===== src/rtl/parallel_bus_master.sv =====
// Parallel-bus master: queues register-access commands and replays them on an
// addr/data bus with active-low wr/rd strobes and individually timed phases.
module parallel_bus_master #(
    parameter int ADDR_WIDTH    = 8,
    parameter int DATA_WIDTH    = 16,
    parameter int FIFO_DEPTH    = 4,
    parameter int SETUP_CYC     = 1,
    parameter int RD_STROBE_CYC = 2,
    parameter int WR_STROBE_CYC = 2,
    parameter int HOLD_CYC      = 1,
    parameter bit BUS_16BIT     = 1'b1
) (
    input  logic                        clk,
    input  logic                        rst,
    input  logic                        cmd_valid,
    output logic                        cmd_ready,
    input  logic                        cmd_rw,
    input  logic [ADDR_WIDTH-1:0]       cmd_addr,
    input  logic [DATA_WIDTH-1:0]       cmd_wdata,
    output logic                        rd_valid,
    output logic [DATA_WIDTH-1:0]       rdata,
    output logic                        done,
    output logic                        busy,
    output logic [$clog2(FIFO_DEPTH):0] fifo_level,
    output logic                        pwd,
    output logic                        wr,
    output logic                        rd,
    output logic [ADDR_WIDTH-1:0]       p_addr,
    output logic [DATA_WIDTH-1:0]       p_wdata,
    input  logic [DATA_WIDTH-1:0]       p_rdata,
    output logic                        data_tri_select
);
    // A zero phase length still has to occupy one cycle on the bus.
    localparam int SETUP_EFF = (SETUP_CYC < 1) ? 1 : SETUP_CYC;
    localparam int RD_EFF    = (RD_STROBE_CYC < 1) ? 1 : RD_STROBE_CYC;
    localparam int WR_EFF    = (WR_STROBE_CYC < 1) ? 1 : WR_STROBE_CYC;
    localparam int HOLD_EFF  = (HOLD_CYC < 1) ? 1 : HOLD_CYC;
    localparam int MAX_A     = (SETUP_EFF > HOLD_EFF) ? SETUP_EFF : HOLD_EFF;
    localparam int MAX_B     = (RD_EFF > WR_EFF) ? RD_EFF : WR_EFF;
    localparam int MAX_CYC   = (MAX_A > MAX_B) ? MAX_A : MAX_B;
    localparam int CNT_W     = $clog2(MAX_CYC + 1);
    localparam int PTR_W     = $clog2(FIFO_DEPTH);
    localparam int LVL_W     = PTR_W + 1;
    localparam int ENT_W     = 1 + ADDR_WIDTH + DATA_WIDTH;

    localparam logic [CNT_W-1:0] SETUP_LD = CNT_W'(SETUP_EFF);
    localparam logic [CNT_W-1:0] RD_LD    = CNT_W'(RD_EFF);
    localparam logic [CNT_W-1:0] WR_LD    = CNT_W'(WR_EFF);
    localparam logic [CNT_W-1:0] HOLD_LD  = CNT_W'(HOLD_EFF);
    localparam logic [CNT_W-1:0] CNT_ONE  = CNT_W'(1);

    localparam logic [1:0] ST_IDLE   = 2'd0;
    localparam logic [1:0] ST_SETUP  = 2'd1;
    localparam logic [1:0] ST_STROBE = 2'd2;
    localparam logic [1:0] ST_HOLD   = 2'd3;

    logic [ENT_W-1:0]      fifo_mem_r [FIFO_DEPTH];
    logic [PTR_W-1:0]      wr_ptr_r;
    logic [PTR_W-1:0]      rd_ptr_r;
    logic [LVL_W-1:0]      level_r;
    logic [LVL_W-1:0]      level_n_s;
    logic                  cmd_ready_r;
    logic                  busy_r;
    logic                  push_s;
    logic                  pop_s;
    logic                  last_s;
    logic [ENT_W-1:0]      head_s;

    logic [1:0]            state_r;
    logic [CNT_W-1:0]      cnt_r;
    logic                  rw_r;
    logic                  wr_r;
    logic                  rd_r;
    logic                  dts_r;
    logic [ADDR_WIDTH-1:0] p_addr_r;
    logic [DATA_WIDTH-1:0] p_wdata_r;
    logic [DATA_WIDTH-1:0] rdata_r;
    logic                  rd_valid_r;
    logic                  done_r;

    assign head_s = fifo_mem_r[rd_ptr_r];
    assign last_s = (cnt_r == CNT_ONE);

    // Queue handshake and next occupancy
    always_comb begin
        push_s    = cmd_valid & cmd_ready_r;
        pop_s     = (state_r == ST_IDLE) && (level_r != {LVL_W{1'b0}});
        level_n_s = level_r;
        if (push_s && !pop_s) begin
            level_n_s = level_r + LVL_W'(1);
        end else if (!push_s && pop_s) begin
            level_n_s = level_r - LVL_W'(1);
        end else begin
            level_n_s = level_r;
        end
    end

    // Command storage array (contents need no reset, occupancy is tracked separately)
    always_ff @(posedge clk) begin
        if (push_s) begin
            fifo_mem_r[wr_ptr_r] <= {cmd_rw, cmd_addr, cmd_wdata};
        end
    end

    // Queue pointers, occupancy and the flags derived from it
    always_ff @(posedge clk) begin
        if (!rst) begin
            wr_ptr_r    <= {PTR_W{1'b0}};
            rd_ptr_r    <= {PTR_W{1'b0}};
            level_r     <= {LVL_W{1'b0}};
            cmd_ready_r <= 1'b1;
            busy_r      <= 1'b0;
        end else begin
            if (push_s) begin
                wr_ptr_r <= wr_ptr_r + PTR_W'(1);
            end
            if (pop_s) begin
                rd_ptr_r <= rd_ptr_r + PTR_W'(1);
            end
            level_r     <= level_n_s;
            cmd_ready_r <= (level_n_s != LVL_W'(FIFO_DEPTH));
            // Non-IDLE state includes HOLD's final cycle, so busy covers the done pulse.
            busy_r      <= (state_r != ST_IDLE) || pop_s || (level_n_s != {LVL_W{1'b0}});
        end
    end

    // Bus sequencer: one down-counter, reloaded on every state entry, times each phase
    always_ff @(posedge clk) begin
        if (!rst) begin
            state_r    <= ST_IDLE;
            cnt_r      <= {CNT_W{1'b0}};
            rw_r       <= 1'b0;
            wr_r       <= 1'b1;
            rd_r       <= 1'b1;
            dts_r      <= 1'b1;
            p_addr_r   <= {ADDR_WIDTH{1'b0}};
            p_wdata_r  <= {DATA_WIDTH{1'b0}};
            rdata_r    <= {DATA_WIDTH{1'b0}};
            rd_valid_r <= 1'b0;
            done_r     <= 1'b0;
        end else begin
            rd_valid_r <= 1'b0;
            done_r     <= 1'b0;
            case (state_r)
                ST_IDLE: begin
                    if (pop_s) begin
                        {rw_r, p_addr_r, p_wdata_r} <= head_s;
                        dts_r   <= head_s[ENT_W-1];
                        cnt_r   <= SETUP_LD;
                        state_r <= ST_SETUP;
                    end
                end
                ST_SETUP: begin
                    if (last_s) begin
                        if (rw_r) begin
                            rd_r  <= 1'b0;
                            cnt_r <= RD_LD;
                        end else begin
                            wr_r  <= 1'b0;
                            cnt_r <= WR_LD;
                        end
                        state_r <= ST_STROBE;
                    end else begin
                        cnt_r <= cnt_r - CNT_ONE;
                    end
                end
                ST_STROBE: begin
                    if (last_s) begin
                        wr_r <= 1'b1;
                        rd_r <= 1'b1;
                        if (rw_r) begin
                            rdata_r    <= p_rdata;
                            rd_valid_r <= 1'b1;
                        end
                        cnt_r   <= HOLD_LD;
                        state_r <= ST_HOLD;
                    end else begin
                        cnt_r <= cnt_r - CNT_ONE;
                    end
                end
                ST_HOLD: begin
                    if (last_s) begin
                        done_r  <= 1'b1;
                        dts_r   <= 1'b1;
                        state_r <= ST_IDLE;
                    end else begin
                        cnt_r <= cnt_r - CNT_ONE;
                    end
                end
                default: begin
                    state_r <= ST_IDLE;
                    wr_r    <= 1'b1;
                    rd_r    <= 1'b1;
                    dts_r   <= 1'b1;
                end
            endcase
        end
    end

    assign cmd_ready       = cmd_ready_r;
    assign busy            = busy_r;
    assign fifo_level      = level_r;
    assign rd_valid        = rd_valid_r;
    assign rdata           = rdata_r;
    assign done            = done_r;
    assign pwd             = BUS_16BIT;
    assign wr              = wr_r;
    assign rd              = rd_r;
    assign p_addr          = p_addr_r;
    assign p_wdata         = p_wdata_r;
    assign data_tri_select = dts_r;

endmodule


===== config.mk =====
export PLATFORM = sky130hd
export DESIGN_NAME = parallel_bus_master
export DESIGN_NICKNAME = d
export VERILOG_FILES = /design/src/rtl/parallel_bus_master.sv
export SDC_FILE = /design/constraint.sdc
export NUM_CORES = 1
export LEC_CHECK = 0
export ABC_AREA = 1
export CORE_MARGIN = 2
export CORE_UTILIZATION = 35
export CTS_BUF_LIST = sky130_fd_sc_hd__clkbuf_16
export DETAILED_ROUTE_END_ITERATION = 10
export GPL_TIMING_DRIVEN = 0
export PLACE_DENSITY = 0.63
export SLEW_MARGIN = 20
export SYNTH_ARGS = -nofsm -noshare
export SYNTH_HDL_FRONTEND = slang
export SYNTH_SLANG_ARGS = --single-unit

===== constraint.sdc =====
create_clock -name clk -period 2.15 [get_ports clk]
set_input_delay 0.43 -clock clk [delete_from_list [all_inputs] [get_ports clk]]
set_output_delay 0.43 -clock clk [all_outputs]
set_load 0.005 [all_outputs]

# Word level (Yosys, flattened, before mapping)
# Memories as Yosys holds them, arrays and structs flattened. A register that Yosys moved wholly into a read port is not among the register bits.
# Index checks and enable logic that the tools add are counted.
dict set report classes {
  addsub 5
  eq_ne 12
  mux 26
  n_bitwise 1
  n_reduce_logical 22
}
# operator n
set ops {}
lappend ops {{2-bit two-way mux} 9}
lappend ops {{2-bit one-hot mux with 4 select lines} 2}
lappend ops {{2-bit inequality test, second input constant} 7}
lappend ops {{4-bit AND reduction} 3}
lappend ops {{1-bit two-way mux} 10}
lappend ops {{3-bit AND reduction} 3}
lappend ops {{3-bit two-way mux} 2}
lappend ops {{1-bit one-hot mux with 2 select lines} 3}
lappend ops {{2-bit AND reduction} 3}
lappend ops {{2-bit nonzero test} 3}
lappend ops {{3-bit nonzero test} 2}
lappend ops {{2-bit by 1-bit adder with 2-bit output, second input constant} 2}
lappend ops {{2-bit by 1-bit == test with 1-bit output, second input constant} 2}
lappend ops {{2-bit == test, second input constant} 2}
lappend ops {{3-bit by 1-bit adder with 3-bit output, second input constant} 1}
lappend ops {{1-bit logical AND} 3}
lappend ops {{3-bit inequality test, second input constant} 1}
lappend ops {{3-bit by 1-bit subtractor with 3-bit output, second input constant} 1}
lappend ops {{1-bit zero test} 2}
lappend ops {{2-bit zero test} 1}
lappend ops {{1-bit logical OR} 2}
lappend ops {{2-bit by 1-bit subtractor with 2-bit output, second input constant} 1}
lappend ops {{1-bit AND} 1}
dict set report totals {
  ff_bits 59
  mem_bits_rw 100
  inputBits 44
  out_inout_bits 51
  elab_cells 83
  memories 1
}
# memory words word_bits read_ports rd_clocked_by_memory_dff wr line
set mem_list {}
lappend mem_list {fifo_mem_r 4 25 1 1 1 57} ;# logic [ENT_W-1:0] fifo_mem_r [FIFO_DEPTH];

# Longest topological paths before layout
# Gate-level depths: netlist (run 1).
dict set report depth {
  depth_word 7
  depth_mapped 12
}

# Worst setup path after synthesis (run 1)
# Ideal clock, no wire load.
dict set report synth_path {
  path_kind {input to register}
  startpoint {in cmd_valid}
  endpoint {mem fifo_mem_r[0][0] (netlist name) (enable)}
  setup_time_ps 407
  arrival_ps 1750
  required_time_ps 1743
  setup_slack_ps -7
  path_stages 3
  path_buffers 1
  path_cell_list {nand2_1 buf_2 nor2_1}
}
dict set report synth_between {
  elab_chain_cells 3
}
# element line
set synth_lines {}
lappend synth_lines {{start: declaration} 15} ;# input logic cmd_valid,
lappend synth_lines {{1-bit AND} 86} ;# push_s = cmd_valid & cmd_ready_r;
lappend synth_lines {{1-bit two-way mux} 100} ;# if (push_s) begin
lappend synth_lines {{1-bit two-way mux (implied by the code)} 101} ;# fifo_mem_r[wr_ptr_r] <= {cmd_rw, cmd_addr, cmd_wdata};
lappend synth_lines {{end: declaration} 57}
# Every way passes these cells.

# Worst setup path in the final report (run 1)
dict set report layout_path {
  startpoint {reg level_r[0], in the netlist fifo_level[0]}
  endpoint {out fifo_level[0]}
}
# element line
set layout_rtl {}
lappend layout_rtl {{start: declaration} 60} ;# logic [LVL_W-1:0] level_r;
lappend layout_rtl {{start signal: assignment} 110} ;# level_r <= {LVL_W{1'b0}};
lappend layout_rtl {{start signal: assignment} 120} ;# level_r <= level_n_s;
lappend layout_rtl {{end: declaration} 24} ;# output logic [$clog2(FIFO_DEPTH):0] fifo_level,
# No word-level cell between the ends.

==> results of run 1 <==
through the flow:
step	area, sq um	TNS (ps)	power, W	worst slack, ps
global route	8240	0	0.0111	134
floorplan	6340	-675	0.00623	-6.75
CTS	8240	0	0.0105	345
global placement	7560	-134920	0.00760	-1480
detailed placement	7700	-1180	0.00772	-42.7
finish	8240	0	0.0104	372
layout by cell type, fill, tap and decap left out, drive strengths merged:
master,Yosys,layout
ha,14,14
clkinv,0,7
clkinvlp,0,2
dfxtp,61,61
bufinv,0,1
conb,1,1
o21ai,106,106
o22ai,1,1
a21oi,27,27
o211ai,3,3
nand2,49,49
nor2,136,136
nand3,23,23
clkbuf,10,27
o221ai,1,1
clkdlybuf4s50,0,93
nand3b,2,2
a31oi,2,2
buf,23,27
nor3,1,1
inv,51,56
edfxtp,100,100
nand4,2,2
xor2,1,1
flip-flops by register name, indices dropped and copies added, names as in the netlist, 2 cells and up, named ones only:
| signal | flops |
|---|---|
| cnt_r | 2 |
| state_r | 2 |
| p_wdata | 16 |
| fifo_level | 3 |
| fifo_mem_r | 100 |
| p_addr | 8 |
| rd_ptr_r | 2 |
| rdata | 16 |
| wr_ptr_r | 2 |
power by group through the flow:
stage	clock network, W	registers [W]	logic (W)
floorplan	0	0.00414	0.00209
global placement	0	0.00415	0.00346
detailed placement	0	0.00414	0.00358
CTS	0.00283	0.00409	0.00359
global route	0.00298	0.00414	0.00401
finish	0.00278	0.00408	0.00354
final cells by class:
cell class	count	area share
Clock buffer	17	0.0516
Buffer	33	0.0199
Multi-Input combinational cell	369	0.217
Sequential cell	161	0.512
Inverter	51	0.0232
Tap cell	229	0.0348
Clock inverter	15	0.0144
Timing Repair Buffer	97	0.126
worst max path at each step:
stage	endpoint	slack (ps)	cells past startpoint
floorplan	fifo_mem_r[0][0]	-7	3
global placement	fifo_mem_r[3][13]	-1480	4
detailed placement	fifo_mem_r[2][13]	-40	5
CTS	p_wdata[9]	340	8
global route	busy	130	11
finish	fifo_level[0]	370	1
per-layer routing:
metal,part of all wire,vias up,track usage
met5,0,-,0
met4,0.011,0,0.0478
met3,0.061,11,0.0542
met2,0.46,110,0.241
met1,0.47,2082,0.199
li1,-,2309,-
cells by family (layout without fill, tap and decap cells):
logic type	Yosys count	after routing
other	1	1
AO/OA/AOI/OAI	140	140
buffers and inverters	84	213
flip-flops	161	161
AND/OR/NAND/NOR	213	213
adder cells (fa/ha/maj)	14	14
XOR/XNOR	1	1
worst reg2reg max path, stage by stage, from the launching register on:
cell and delay, ps:
dfxtp_1 380, inv_1 70, ha_1 200, ha_1 250, inv_2 80, nand2_2 110, buf_1 310, o21ai_1 210
inv_1 50
==> results.sh, run 1 <==
export IMPL_outcome="complete, no violations"
export IMPL_crit_start="fifo_level[0]"
export IMPL_dr_pass1_iters=4
export IMPL_fmax_mhz=562
export IMPL_power_leakage_nw=3.14
export IMPL_finalClockSkew_ps=7.13
export IMPL_final_antenna_net_count=0
export IMPL_synth_compound_area_share=0.113
export IMPL_worstReg2RegStart="fifo_level[0]"
export IMPL_die_w_um=139
export IMPL_ctsRootBufferMaster="clkbuf_16"
export IMPL_htree_levels=4
export IMPL_yosys_area_share_simple=0.136
export IMPL_start_util=0.355
export IMPL_syn_nets=672
export IMPL_hp_class="register to register"
export IMPL_numPortBuffers=93
export IMPL_die_h_um=139
export IMPL_min_from="rdata[11]"
export IMPL_grt_usage=0.153
export IMPL_p_int_w=0.00689
export IMPL_crit_required_ps=1720
export IMPL_synth_top_area_cell="edfxtp_1"
export IMPL_grt_remaining_overflow=0
export IMPL_holdPathStages=2
export IMPL_synthCells=614
export IMPL_finalCriticalPeriod_ps=1780
export IMPL_grt_pass1_vias=4330
export IMPL_coreArea_sq_um=17800
export IMPL_crit_buf_inv=1
export IMPL_p_sw_frac=0.338
export IMPL_clock_path_buffers=2
export IMPL_power_density_nw_per_um2=1260
export IMPL_crit_chain="clkdlybuf4s50_1"
export IMPL_synth_most_common_cell="nor2_1"
export IMPL_muxShareOfSynthArea=0
export IMPL_max_cap_violations=0
export IMPL_ys_types=28
export IMPL_antenna_found_initial=0
export IMPL_holdPathEnd="rdata[11]"
export IMPL_hold_violations=0
export IMPL_cp_start_kind="register"
export IMPL_rr_endpoint="p_addr[3]"
export IMPL_switchingPower_w=0.00351
export IMPL_drive_above_1_share=0.0861
export IMPL_postCtsResizedCells=0
export IMPL_grt_max_degree=17
export IMPL_crit_slowest_cell="clkdlybuf4s50_1"
export IMPL_async_flop_share=0
export IMPL_finalSetupViolCount=0
export IMPL_hpwl_um=9760
export IMPL_area_delta_synth_final_pct=30.0
export IMPL_postCtsHoldBufs=0
export IMPL_hold_ws_ps=463
export IMPL_synthTopCellsByCount="nor2_1, edfxtp_1, o21ai_0, dfxtp_1, inv_1"
export IMPL_max_stage_delay_ps=550
export IMPL_multi_input_area_sq_um=1790
export IMPL_post_layout_nonfiller_instances=972
export IMPL_grt_first_pass_wirelength_um=22600
export IMPL_row_count=49
export IMPL_relSlewSlack=0.546
export IMPL_n_antenna_cell=0
export IMPL_wl_per_cell_um=14.7
export IMPL_vias_per_cell=4.64
export IMPL_ys_seq_area_frac=0.666
export IMPL_avgSynthCellArea_sq_um=10.3
export IMPL_synth_top_area_frac=0.473
export IMPL_endpoint_kind="output port"
export IMPL_cts_sinks=161
export IMPL_power_frac_comb=0.341
export IMPL_ir_worst_vdd_uv=699
export IMPL_drt_iter0_drc=290
export IMPL_fin_util=0.462
export IMPL_synthAdderAreaFrac=0.0276
export IMPL_clk_latency_ps=430
export IMPL_worstPathMaxFanout=4
export IMPL_finalMaxSlewViolations=0
export IMPL_yosys_area_share_xor_xnor=0.00138
export IMPL_pin_count=95
export IMPL_wl_um=14300
export IMPL_design_die_area_sq_um=19200
export IMPL_regArea_sq_um=4220
export IMPL_arrival_ps=1350
export IMPL_crit_family="buffers and inverters"
export IMPL_n_fill_cell=1661
export IMPL_finalNetCount=788
export IMPL_finalCritPeriodShare=0.827
export IMPL_drc_errors=0
export IMPL_gp_congestion=0.807
export IMPL_clock_power_share=0.267
export IMPL_rsz0062_at_grt="no"
export IMPL_synth_top_family_by_area="simple AND/OR/NAND/NOR gates"
export IMPL_cts_inserted_buffers=17
export IMPL_ys_flop_type="edfxtp_1"
export IMPL_worst_pin_slew_ps=681
export IMPL_r2r_worst_path_cells=8
export IMPL_clkSlewWorstSetupHoldPaths_ps=60
export IMPL_synth_area_leaders="edfxtp_1, dfxtp_1, nor2_1"
export IMPL_rrSetupSlack_ps=380
export IMPL_synth_edff_count=100
export IMPL_cts_tree="yes"
export IMPL_synthesis_area_sq_um=6340
export IMPL_ys_ff_latch=161
export IMPL_path_class="register to output port"
export IMPL_yosysWarnings=0
export IMPL_vias=4512
export IMPL_dp_cells=940
export IMPL_seq_power_share=0.392
export IMPL_post_cts_buffers=0
Power figures use the tool's default switching activity.
==> inputs of run 2 (changes only) <==
- PLACE_DENSITY: 0.63 -> 0.61
- clock period: 2.15 -> 1.8 ns (I/O delays scaled with it)
==> results.sh, run 2 (same netlist as run 1, synthesis figures left out) <==
export IMPL_crit_family="buffers and inverters"
export IMPL_htree_levels=4
export IMPL_coreArea_sq_um=17800
export IMPL_postCtsHoldBufs=0
export IMPL_rr_endpoint="fifo_mem_r[0][8]"
export IMPL_wl_met2_um=7010
export IMPL_grt_usage=0.160
export IMPL_cts_sinks=161
export IMPL_finalMaxSlewViolations=0
export IMPL_area_delta_synth_final_pct=32.1
export IMPL_start_util=0.355
export IMPL_path_class="register to output port"
export IMPL_wl_met1_um=6780
export IMPL_top_layer="met4"
export IMPL_crit_start="fifo_level[2]"
export IMPL_dr_pass1_iters=4
export IMPL_grt_max_degree=20
export IMPL_crit_slowest_cell="clkdlybuf4s50_1"
export IMPL_p_sw_frac=0.321
export IMPL_max_cap_violations=0
export IMPL_finalCriticalPeriod_ps=1700
export IMPL_grt_remaining_overflow=0
export IMPL_power_frac_comb=0.340
export IMPL_ctsRootBufferMaster="clkbuf_16"
export IMPL_grt_pass1_vias=4733
export IMPL_crit_chain="clkdlybuf4s50_1"
export IMPL_cts_inserted_buffers=17
export IMPL_clock_path_buffers=2
export IMPL_top_register="fifo_mem_r"
export IMPL_final_cell_area_sq_um=8380
export IMPL_vias=4588
export IMPL_clkSlewWorstSetupHoldPaths_ps=60
export IMPL_rsz0062_at_grt="no"
export IMPL_gp_congestion=0.824
export IMPL_pin_count=95
export IMPL_max_stage_delay_ps=550
export IMPL_arrival_ps=1340
export IMPL_p_int_w=0.00892
export IMPL_hp_class="register to register"
export IMPL_hpwl_um=10300
export IMPL_antenna_found_initial=0
export IMPL_cts_tree="yes"
export IMPL_worstReg2RegStart="wr_ptr_r[0]"
export IMPL_die_w_um=139
export IMPL_final_antenna_net_count=0
export IMPL_crit_cells=1
export IMPL_design_die_area_sq_um=19200
export IMPL_rrSetupSlack_ps=160
export IMPL_grt_first_pass_wirelength_um=23900
export IMPL_die_h_um=139
export IMPL_drc_errors=0
export IMPL_finalCritPeriodShare=0.943
export IMPL_fmax_mhz=589
export IMPL_n_antenna_cell=0
export IMPL_finalNetCount=790
export IMPL_vias_per_cell=4.71
export IMPL_crit_required_ps=1440
export IMPL_seq_power_share=0.372
export IMPL_crit_buf_inv=1
export IMPL_clock_power_share=0.288
export IMPL_worst_pin_slew_ps=556
export IMPL_wl_per_cell_um=15.2
export IMPL_cp_endpoint="fifo_level[2]"
export IMPL_ir_worst_vdd_uv=980
export IMPL_finalSetupTns_ps=0
export IMPL_dp_cells=940
export IMPL_clk_latency_ps=420
export IMPL_holdPathStages=2
export IMPL_finalClockSkew_ps=9.91
export IMPL_r2r_worst_path_cells=5
export IMPL_final_cell_mix="nor2_1, edfxtp_1, clkdlybuf4s50_1"
export IMPL_wl_um=14800
export IMPL_numPortBuffers=93
export IMPL_fin_util=0.469
export IMPL_power_density_nw_per_um2=1570
export IMPL_relSlewSlack=0.630
export IMPL_power_leakage_nw=3.20
export IMPL_drive_above_1_share=0.0953
export IMPL_row_count=49
export IMPL_switchingPower_w=0.00421
export IMPL_placed_cell_area_sq_um=7700
export IMPL_final_common_cell="nor2_1"
export IMPL_drt_iter0_drc=264
export IMPL_endpoint_kind="output port"
export IMPL_wl_met3_um=899
export IMPL_finalSetupViolCount=0
export IMPL_outcome="complete, no violations"
export IMPL_worstPathMaxFanout=4
export IMPL_largest_reg_flops=100
export IMPL_n_fill_cell=1620
export IMPL_cp_start_kind="register"
export IMPL_hold_violations=0
export IMPL_post_layout_nonfiller_instances=974
## run 2: cell type report
| class | instances | area, sq um | share of cell area |
|---|---|---|---|
| clock inverter | 15 | 198 | 0.0236 |
| clock buffer | 17 | 425 | 0.0508 |
| inverter | 51 | 191 | 0.0229 |
| sequential | 161 | 4230 | 0.505 |
| timing repair buffer | 99 | 1070 | 0.128 |
| multi-input combinational | 369 | 1810 | 0.216 |
| tap | 229 | 287 | 0.0342 |
| buffer | 33 | 166 | 0.0199 |
## run 2: per-stage QoR
stage / hold WS, ps / worst slack (ps) / power [W]
6_report: 467 / 102 / 0.0131
5_1_grt: 485 / 21.9 / 0.0140
4_1_cts: 464 / 31.1 / 0.0132
3_5_place_dp: 455 / -317 / 0.00927
3_3_place_gp: 448 / -1740 / 0.00906
2_1_floorplan: 447 / -287 / 0.00744
## run 2: how the worst min path moves through the flow
stage | from | endpoint | slack [ps]
detailed placement | rdata[6] | rdata[6] | 450
CTS | rdata[6] | rdata[6] | 460
global placement | rdata[13] | rdata[13] | 450
global route | rdata[13] | rdata[13] | 490
finish | rdata[7] | rdata[7] | 470
floorplan | rd_ptr_r[0] | register | 450
## run 2: timing repair
item	in CTS	in global routing
endpoints found under the setup margin	23	30
gates cloned	0	0
resized for setup	3	5
hold endpoints to repair	0	0
pin swaps	1	0
buffers inserted	2	0
## run 2: power groups by stage
stage,combinational [W],sequential (W),clock (W)
4_1_cts,0.00445,0.00489,0.00384
6_report,0.00447,0.00489,0.00378
3_3_place_gp,0.00411,0.00495,0
2_1_floorplan,0.00249,0.00495,0
5_1_grt,0.00501,0.00497,0.00399
3_5_place_dp,0.00431,0.00496,0
## run 2: metal layers
layer | track usage | vias to the layer above
li1 | - | 2306
met1 | 0.200 | 2121
met2 | 0.260 | 147
met3 | 0.0452 | 14
met4 | 0.0702 | 0
met5 | 0 | -
==> inputs of run 3 (changes only) <==
- CTS_CLUSTER_SIZE: not set -> 24
==> results of run 3 <==
The final DEF is identical to that of run 2; final timing and power are the same.
